<file path="config.mk">
export PLATFORM = sky130hd
export DESIGN_NAME = microwave_timer
export DESIGN_NICKNAME = d
export VERILOG_FILES = /design/src/rtl/microwave_timer.sv
export SDC_FILE = /design/constraint.sdc
export NUM_CORES = 1
export LEC_CHECK = 0
export ABC_AREA = 1
export CORE_MARGIN = 2
export CORE_UTILIZATION = 40
export DETAILED_ROUTE_END_ITERATION = 12
export GPL_TIMING_DRIVEN = 0
export PLACE_DENSITY = 0.65
export SLEW_MARGIN = 10
export SYNTH_ARGS = -nofsm -noshare
export SYNTH_HDL_FRONTEND = slang
export SYNTH_SLANG_ARGS = --single-unit
</file>
<file path="constraint.sdc">
create_clock -name clk -period 4 [get_ports clk]
set_input_delay 1 -clock clk [delete_from_list [all_inputs] [get_ports clk]]
set_output_delay 1 -clock clk [all_outputs]
set_load 0.05 [all_outputs]
</file>
<file path="src/rtl/microwave_timer.sv">
// microwave_timer: MM:SS BCD countdown with keypad entry, heating enable and done pulse
module microwave_timer #(
  parameter int TICK_DIV = 100000000
) (
  input  logic       clk,
  input  logic       reset,
  input  logic [3:0] digit,
  input  logic       digit_valid,
  input  logic       start,
  input  logic       stop,
  input  logic       clear,
  input  logic       door_closed,
  output logic [3:0] min_tens,
  output logic [3:0] min_ones,
  output logic [3:0] sec_tens,
  output logic [3:0] sec_ones,
  output logic       heating,
  output logic       done
);
  localparam int PW = $clog2(TICK_DIV);
  localparam logic [PW-1:0] LAST = PW'(TICK_DIV - 1);
  typedef enum logic [1:0] {IDLE, RUN, PAUSE} state_t;
  state_t state, state_n;
  logic [PW-1:0] presc, presc_n;
  logic [15:0] t, t_n, t_dec;
  logic done_n, b0, b1, b2;
  assign {min_tens, min_ones, sec_tens, sec_ones} = t;
  // borrow chain; only the sec_tens reload uses 5, so entered values above 59 count down literally
  assign b0 = t[3:0] == 4'd0;
  assign b1 = b0 && t[7:4] == 4'd0;
  assign b2 = b1 && t[11:8] == 4'd0;
  assign t_dec = {b2 ? t[15:12] - 4'd1 : t[15:12],
                  b1 ? (t[11:8] == 4'd0 ? 4'd9 : t[11:8] - 4'd1) : t[11:8],
                  b0 ? (t[7:4] == 4'd0 ? 4'd5 : t[7:4] - 4'd1) : t[7:4],
                  b0 ? 4'd9 : t[3:0] - 4'd1};
  always_comb begin
    state_n = state;
    t_n = t;
    presc_n = presc;
    done_n = 1'b0;
    if (clear) begin
      state_n = IDLE;
      t_n = 16'h0000;
      presc_n = '0;
    end else if (stop || !door_closed) begin
      state_n = state == RUN ? PAUSE : state;
      presc_n = '0;
    end else if (state == RUN) begin
      presc_n = presc == LAST ? '0 : presc + 1'b1;
      t_n = presc == LAST ? t_dec : t;
      state_n = presc == LAST && t_dec == 16'h0000 ? IDLE : RUN;
      done_n = presc == LAST && t_dec == 16'h0000;
    end else if (start && t != 16'h0000) begin
      state_n = RUN;
      presc_n = '0;
    end else if (state == IDLE && digit_valid && digit <= 4'd9) begin
      t_n = {t[11:0], digit};
    end
  end
  always_ff @(posedge clk) begin
    if (reset) begin
      state <= IDLE;
      t <= 16'h0000;
      presc <= '0;
      heating <= 1'b0;
      done <= 1'b0;
    end else begin
      state <= state_n;
      t <= t_n;
      presc <= presc_n;
      heating <= state_n == RUN;
      done <= done_n;
    end
  end
endmodule

</file>
==> impl_metrics.yaml, run 1 <==
drt:
  drc: 0
  wl_mm: 7.82
  vias: 3155
  drtAntennaViolNets: 0
  routedWlPerCell_um: 12.7
  drt-initial-drc-count: 199
  via_per_inst: 5.13
  drtPass1Iterations: 5
layout:
  fin_nets: 529
  insertedDiodeCount: 0
  final_layout_size_suffix_gt1_frac: 0.0756
  layout.cells.non_filler: 615
  areaGrowthSynthToFinish_pct: 16.3
timing:
  finalCriticalPeriod_ns: 2.99
  slew_viol_final: 0
  finClkSkew_ns: 0.00727
  setup_viol: 0
  rsz0062_at_grt: "no"
  final-hold-violation-count: 0
  worst_pin_slew_ns: 0.592
  tns_ns: 0
  fmax_ghz: 0.335
  min_period_over_period: 0.746
  slew_headroom: 0.605
place:
  io_buffers: 28
  routabilityCongestion: 0.921
  dp_cells: 607
  post-dp-hpwl_mm: 5.87
floorplan:
  die_area_sq_um: 8160
  design.core.area_sq_um: 7250
  ioPinCount: 29
  fp.dieH_um: 90.4
  chipWidth_um: 90.4
  start_util: 0.411
  rows: 31
clock_network:
  cts.clk_slew.worst_paths_ns: 0.09
  cts_setup_buffers: 0
  clock_latency_ns: 0.31
  clock_tree.root_cell: "clkbuf_8"
  clkSinkCount: 47
  cts_buffers: 5
  cts_tree: "built"
  htreeDepth: 2
  cts_hold_buf: 0
  cts_buffer_depth: 2
  cts_resized: 0
grt:
  grt_pass1_wl_mm: 13.2
  overflow: 0
  grt_pass1_vias: 2934
  antenna_found_initial: 0
  grt_max_degree: 14
  grt_usage: 0.197
synthesis:
  ys.flop_type: "dfxtp_1"
  synth_top_area_share: 0.315
  async_reset_ff_frac: 0
  syn_inst: 480
  ys_warn_count: 0
  synth-edff-count: 0
  ys_types: 35
  yosysSeqAreaShare: 0.315
  synth_top_area_cell: "dfxtp_1"
  synth_seq_cells: 47
  synth_area_sq_um: 2980
  syn_avg_cell_area_sq_um: 6.21
  synthTopCellsByArea: "dfxtp_1 32%, nand2_1 16%, nor2_1 8.4%, inv_1 7.8%, a21oi_1 5.9%"
  synth_nets: 494
outcome:
  status: "complete, no violations"
pwr:
  powerDensity_nw_per_um2: 265
  worst_ir_drop_vdd_uv: 127
  leakagePower_uw: 0.00128
setup_path:
  start_kind: "input port"
  worstSetupEndpointType: "register"
  arrival_ns: 3.20
  cp_max_fo: 10
  path_class: "in2reg"
  cp_data_required_time_ns: 4.22
flow_run:
  maxCapViolations: 0
min_path:
  hold_path_class: "reg2reg"
[critical path, cell delays in order]
cell and delay (ns):
clkdlybuf4s50_1 0.43, nor2_1 0.41, inv_1 0.21, nor2_1 0.45, inv_1 0.15, clkbuf_1 0.29, a221oi_1 0.27
[logic make-up after synthesis]
group                      share of synthesized area
and+or+nand+nor                                0.359
AOI/OAI and AO/OA                              0.188
buffers and inverters                          0.105
DFF                                            0.315
xor gates and xnor gates                      0.0206
adders and majority gates                     0.0126
[state kept, by name, indices dropped and copies added, names as in the netlist]
signal	count
done	1
heating	1
state	2
t	16
presc	27
[path summary, 6_finish.rpt]
kind / to / slack (ns) / startpoint / depth (start not counted)
max: presc[12] / 1.01 / clear / 7
min: presc[20] / 0.49 / presc[20] / 2
max reg2reg: t[14] / 1.55 / presc[0] / 13
min reg2reg: presc[20] / 0.49 / presc[20] / 2
[metal layers]
| metal | global-route usage | vias up | share of wire |
|---|---|---|---|
| met2 | 0.348 | 82 | 0.49 |
| met1 | 0.247 | 1455 | 0.46 |
| li1 | - | 1608 | - |
| met5 | 0 | - | 0 |
| met4 | 0.0564 | 0 | 0.014 |
| met3 | 0.0334 | 10 | 0.039 |
[cells in the final DEF (no fill, tap or decap), types with 5 or more instances in the layout]
cell type / netlist / routed
a21oi_2: 9 / 9
o21ai_1: 5 / 5
clkbuf_1: 7 / 9
o21ai_0: 31 / 31
clkbuf_8: 0 / 5
nor2_1: 67 / 67
dfxtp_1: 47 / 47
inv_1: 62 / 62
clkdlybuf4s50_1: 0 / 28
nand2_1: 131 / 131
nor3_1: 7 / 7
nand3_1: 28 / 28
a21oi_1: 35 / 35
[cell type report]
class                           count  area (sq um)
Buffer                             12          63.8
Clock buffer                        7          76.3
Clock inverter                      1          5.00
Fill cell                         749          3780
Inverter                           66           250
Multi-Input combinational cell    355          1730
Sequential cell                    47           941
Tap cell                           99           124
Timing Repair Buffer               28           280
[cells in the mapped netlist, drive strengths merged (2+ instances only)]
cell / number
ha: 3
nand3: 28
o21ai: 37
a221oi: 4
xor2: 4
nor2: 74
a21oi: 45
o22ai: 2
o211ai: 2
nand4: 4
nor3: 7
o31ai: 2
dfxtp: 47
nand2: 135
xnor2: 3
clkbuf: 7
inv: 66
buf: 5
[power by group]
part / switching, uW / total, uW / internal (uW)
Combinational: 97.4 / 147 / 49.4
Clock: 172 / 295 / 123
Sequential: 4.82 / 476 / 471
Total: 274 / 918 / 644
[per-stage QoR]
stage	hold WS, ns	total power [uW]	utilization	setup WS (ns)	area [sq um]
after floorplan	0.448	589	-	1.74	2980
after global placement	0.459	632	0.467	0.693	3390
after detailed placement	0.479	634	0.467	0.676	3390
after CTS	0.492	927	0.478	1.00	3470
after global routing	0.510	959	0.478	0.759	3470
final	0.491	918	0.478	1.01	3470
No activity file was read; power rests on OpenSTA's default activity.
==> run 2, diff against run 1 <==
- clock period: 4 -> 2.8 ns (I/O delays scaled with it)
==> impl_metrics.yaml, run 2 (synthesis gave the netlist of run 1 again) <==
drt:
  wl_mm: 7.82
  met1_length_mm: 3.59
  top_layer: "met4"
  drt-initial-drc-count: 199
  dr_wl_met3_um: 315
  vias: 3149
  routedWlPerCell_um: 12.7
  drtAntennaViolNets: 0
  drc: 0
  routed-wl-met2_mm: 3.80
  drtPass1Iterations: 5
  via_per_inst: 5.12
place:
  post-dp-hpwl_mm: 5.87
  routabilityCongestion: 0.921
  io_buffers: 28
  dp_slack_ns: -0.224
  place_area_sq_um: 3390
layout:
  final-seq-area_sq_um: 941
  largest_reg_flops: 27
  top_register: "presc"
  final_area_sq_um: 3470
  fill_cells: 748
  areaGrowthSynthToFinish_pct: 16.4
  final_layout_size_suffix_gt1_frac: 0.0775
  final_common_cell: "nand2_1"
  utilization: 0.479
  multiInputGateArea_sq_um: 1730
  layout_common_cells: "131 x nand2_1, 66 x nor2_1, 62 x inv_1"
  top_regs: "presc: 27 flops, t: 16 flops, state: 2 flops"
  insertedDiodeCount: 0
  fin_nets: 529
pwr:
  p_sw_uw: 392
  intPower_uw: 920
  clkPwrFrac: 0.322
  worst_ir_drop_vdd_uv: 182
  leakagePower_uw: 0.00128
  switching_share: 0.299
  pwr-share-comb: 0.160
  seqPwrFrac: 0.519
  powerDensity_nw_per_um2: 378
clock_network:
  cts.clk_slew.worst_paths_ns: 0.09
  cts_buffers: 5
  htreeDepth: 2
  clock_tree.root_cell: "clkbuf_8"
  cts_buffer_depth: 2
  cts_setup_buffers: 0
  cts_tree: "built"
  cts_hold_buf: 0
  clkSinkCount: 47
  clock_latency_ns: 0.31
timing:
  rsz0062_at_grt: "no"
  min_period_over_period: 0.907
  fmax_ghz: 0.394
  slew_viol_final: 0
  final-hold-violation-count: 0
  holdWs_ns: 0.487
  setup_viol: 0
  tns_ns: 0
  finalCriticalPeriod_ns: 2.54
  worst_pin_slew_ns: 0.591
  slew_headroom: 0.606
  fin_ws_ns: 0.259
  finClkSkew_ns: 0.00725
floorplan:
  die_area_sq_um: 8160
  ioPinCount: 29
  start_util: 0.411
  chipWidth_um: 90.4
  design.core.area_sq_um: 7250
  fp.dieH_um: 90.4
  rows: 31
setup_path:
  path_class: "in2reg"
  cp_slowest_cell: "clkdlybuf4s50_1"
  start_kind: "input port"
  cp_max_fo: 10
  crit_top_cell: "inv_1"
  worstSetupEndpointType: "register"
  r2r_cells: 13
  arrival_ns: 2.76
  r2r_end: "t[14]"
  crit_chain: "clkdlybuf4s50_1, nor2_1, inv_1, nor2_2, inv_1, clkbuf_1, a221oi_1"
  crit_family: "buffers and inverters"
  cp_num_buf_inv: 4
  cp_data_required_time_ns: 3.02
  r2r-start: "presc[0]"
  reg2reg_slack_ns: 0.36
  slowest_delay_ns: 0.43
min_path:
  hold_depth: 1
  whs_endpoint: "presc[0]"
  hold_start: "presc[0]"
  hold_path_class: "reg2reg"
grt:
  grt_max_degree: 14
  grt_usage: 0.197
  antenna_found_initial: 0
  grt_pass1_vias: 2934
  grt_pass1_wl_mm: 13.2
  overflow: 0
flow_run:
  maxCapViolations: 0
outcome:
  status: "complete, no violations"
==> run 2: cell types whose count changed in the layout (fill, tap and decap cells not counted) <==
cell / previous run / this run
nor2_2: 4 / 5
nor2_1: 67 / 66
==> run 2: how the worst max path moves through the flow <==
stage,from,end,cells after the start
floorplan,t[2],t[14],11
global placement,clear,presc[12],7
detailed placement,clear,presc[12],7
CTS,clear,presc[12],7
global route,clear,presc[5],7
finish,clear,presc[12],7
==> run 2: what timing repair did <==
action | in CTS | in global routing
endpoints found under the setup margin | 0 | 2
endpoints found under the hold margin | 0 | 0
gates resized for setup | 0 | 1
==> run 2: layer usage <==
layer / vias up / global-route usage
li1: 1608 / -
met1: 1447 / 0.247
met2: 84 / 0.348
met3: 10 / 0.0334
met4: 0 / 0.0564
met5: - / 0
==> run 2: through the flow <==
stage | power [uW] | cells
5_1_grt | 1370 | 615
6_report | 1310 | 615
4_1_cts | 1320 | 615
3_3_place_gp | 903 | 607
2_1_floorplan | 842 | 480
3_5_place_dp | 906 | 607
==> run 2: area by class of cell <==
cell class | count | area share
tap | 99 | 0.0357
multi-input combinational | 355 | 0.499
sequential | 47 | 0.271
clock inverter | 1 | 0.00144
clock buffer | 7 | 0.0220
timing repair buffer | 28 | 0.0807
inverter | 66 | 0.0721
buffer | 12 | 0.0184
==> run 2: power groups by stage <==
stage / Combinational, uW / Clock, uW / Sequential, uW
floorplan: 130 / 0 / 712
global placement: 207 / 0 / 696
detailed placement: 210 / 0 / 696
CTS: 211 / 433 / 680
global route: 231 / 458 / 682
finish: 210 / 422 / 680
==> run 3, diff against run 2 <==
- clock period: 2.8 -> 2.5 ns (I/O delays scaled with it)
==> impl_metrics.yaml, run 3 (synthesis gave the netlist of run 1 again) <==
setup_path:
  r2r_end: "t[14]"
  crit_chain: "clkdlybuf4s50_1"
  crit_end: "sec_ones[1]"
  cp_max_fo: 6
  arrival_ns: 1.67
  r2r-start: "presc[0]"
  start_kind: "register"
  cp_data_required_time_ns: 1.88
  cp_num_buf_inv: 1
  reg2reg_slack_ns: 0.23
  cp_slowest_cell: "clkdlybuf4s50_1"
  crit_family: "buffers and inverters"
  path_class: "reg2out"
  path_depth: 1
  startpoint: "t[1]"
  r2r_cells: 13
  slowest_delay_ns: 0.87
  worstSetupEndpointType: "output port"
layout:
  fin_nets: 532
  utilization: 0.483
  layout_common_cells: "131 x nand2_1, 64 x nor2_1, 62 x inv_1"
  largest_reg_flops: 27
  insertedDiodeCount: 0
  layout.cells.non_filler: 618
  top_regs: "presc: 27 flops, t: 16 flops, state: 2 flops"
  areaGrowthSynthToFinish_pct: 17.4
  top_register: "presc"
  final_layout_size_suffix_gt1_frac: 0.0867
  fill_cells: 750
  final_common_cell: "nand2_1"
min_path:
  hold_path_class: "reg2reg"
place:
  dp_cells: 607
  dp_slack_ns: -0.449
  io_buffers: 28
  post-dp-hpwl_mm: 5.87
  routabilityCongestion: 0.921
floorplan:
  fp.dieH_um: 90.4
  start_util: 0.411
  rows: 31
  design.core.area_sq_um: 7250
  ioPinCount: 29
  die_area_sq_um: 8160
  chipWidth_um: 90.4
timing:
  final-hold-violation-count: 0
  holdWs_ns: 0.489
  slew_viol_final: 0
  slew_headroom: 0.596
  fmax_ghz: 0.436
  fin_ws_ns: 0.208
  finClkSkew_ns: 0.00779
  min_period_over_period: 0.917
  setup_viol: 0
  finalCriticalPeriod_ns: 2.29
  worst_pin_slew_ns: 0.606
  rsz0062_at_grt: "no"
drt:
  via_per_inst: 5.09
  drtPass1Iterations: 5
  drc: 0
  drtAntennaViolNets: 0
  wl_mm: 7.86
  vias: 3146
  routedWlPerCell_um: 12.7
  drt-initial-drc-count: 187
clock_network:
  cts_tree: "built"
  cts.clk_slew.worst_paths_ns: 0.09
  clkSinkCount: 47
  clock_latency_ns: 0.31
  cts_hold_buf: 0
  cts_buffer_depth: 2
  htreeDepth: 2
  clock_tree.root_cell: "clkbuf_8"
  cts_buffers: 5
pwr:
  pwr-share-comb: 0.162
  powerDensity_nw_per_um2: 421
  switching_share: 0.299
  leakagePower_uw: 0.00130
  seqPwrFrac: 0.517
  intPower_uw: 1030
  p_sw_uw: 441
  clkPwrFrac: 0.321
  worst_ir_drop_vdd_uv: 204
grt:
  overflow: 0
  grt_max_degree: 14
  antenna_found_initial: 0
  grt_pass1_wl_mm: 13.2
  grt_usage: 0.197
  grt_pass1_vias: 2934
outcome:
  status: "complete, no violations"
flow_run:
  maxCapViolations: 0
run 3: cell count changes in the layout (fill, tap and decap cells not counted):
cell	delta
buf_4	+3
nor2_1	-2
nor2_2	+1
nor2_4	+1
run 3: power groups by stage:
| stage | clock network, uW | logic (uW) | registers (uW) |
|---|---|---|---|
| floorplan | 0 | 146 | 797 |
| global placement | 0 | 232 | 779 |
| detailed placement | 0 | 235 | 780 |
| CTS | 485 | 236 | 762 |
| global route | 513 | 263 | 763 |
| finish | 473 | 240 | 762 |
run 3: worst min-delay path by stage:
stage | cells after the start | end | start | slack (ns)
floorplan | 1 | presc[0] | presc[0] | 0.45
global placement | 1 | presc[0] | presc[0] | 0.46
detailed placement | 2 | presc[26] | presc[26] | 0.48
CTS | 2 | presc[26] | presc[26] | 0.49
global route | 2 | presc[20] | presc[20] | 0.51
finish | 2 | presc[20] | presc[20] | 0.49
run 3: what timing repair did:
action | in CTS | in global routing
endpoints found under the setup margin | 19 | 35
resized for setup | 1 | 3
gates cloned | 0 | 0
hold endpoints to repair | 0 | 0
buffers inserted | 0 | 3
run 3: stage by stage:
stage          instance area, sq um  total power, uW  TNS, ns
6_report                       3500             1470        0
5_1_grt                        3500             1540        0
3_3_place_gp                   3390             1010    -6.98
3_5_place_dp                   3390             1010    -7.10
4_1_cts                        3470             1480        0
2_1_floorplan                  2980              943        0
run 3: worst register-to-register path, delay by kind of cell (launching register included):
kind	cells	cell delay, ns
AOI/OAI and AO/OA	1	0.24
adders and majority gates	1	0.20
buffers and inverters	3	0.38
DFF	1	0.38
and+or+nand+nor	8	0.97
run 3: layer usage:
| layer | global-route usage | vias up | wire length [um] |
|---|---|---|---|
| met2 | 0.348 | 81 | 3830 |
| met3 | 0.0334 | 11 | 302 |
| li1 | - | 1618 | - |
| met5 | 0 | - | 0 |
| met4 | 0.0564 | 0 | 114 |
| met1 | 0.247 | 1436 | 3620 |
run 3: area by class of cell:
type | count | area [sq um] | share of cell area
well taps | 99 | 124 | 0.0354
repair buffers | 31 | 303 | 0.0864
inverters | 66 | 250 | 0.0714
flip-flops and latches | 47 | 941 | 0.269
clock inverters | 1 | 5.00 | 0.00143
multi-input cells | 355 | 1740 | 0.497
plain buffers | 12 | 63.8 | 0.0182
clock buffers | 7 | 76.3 | 0.0218
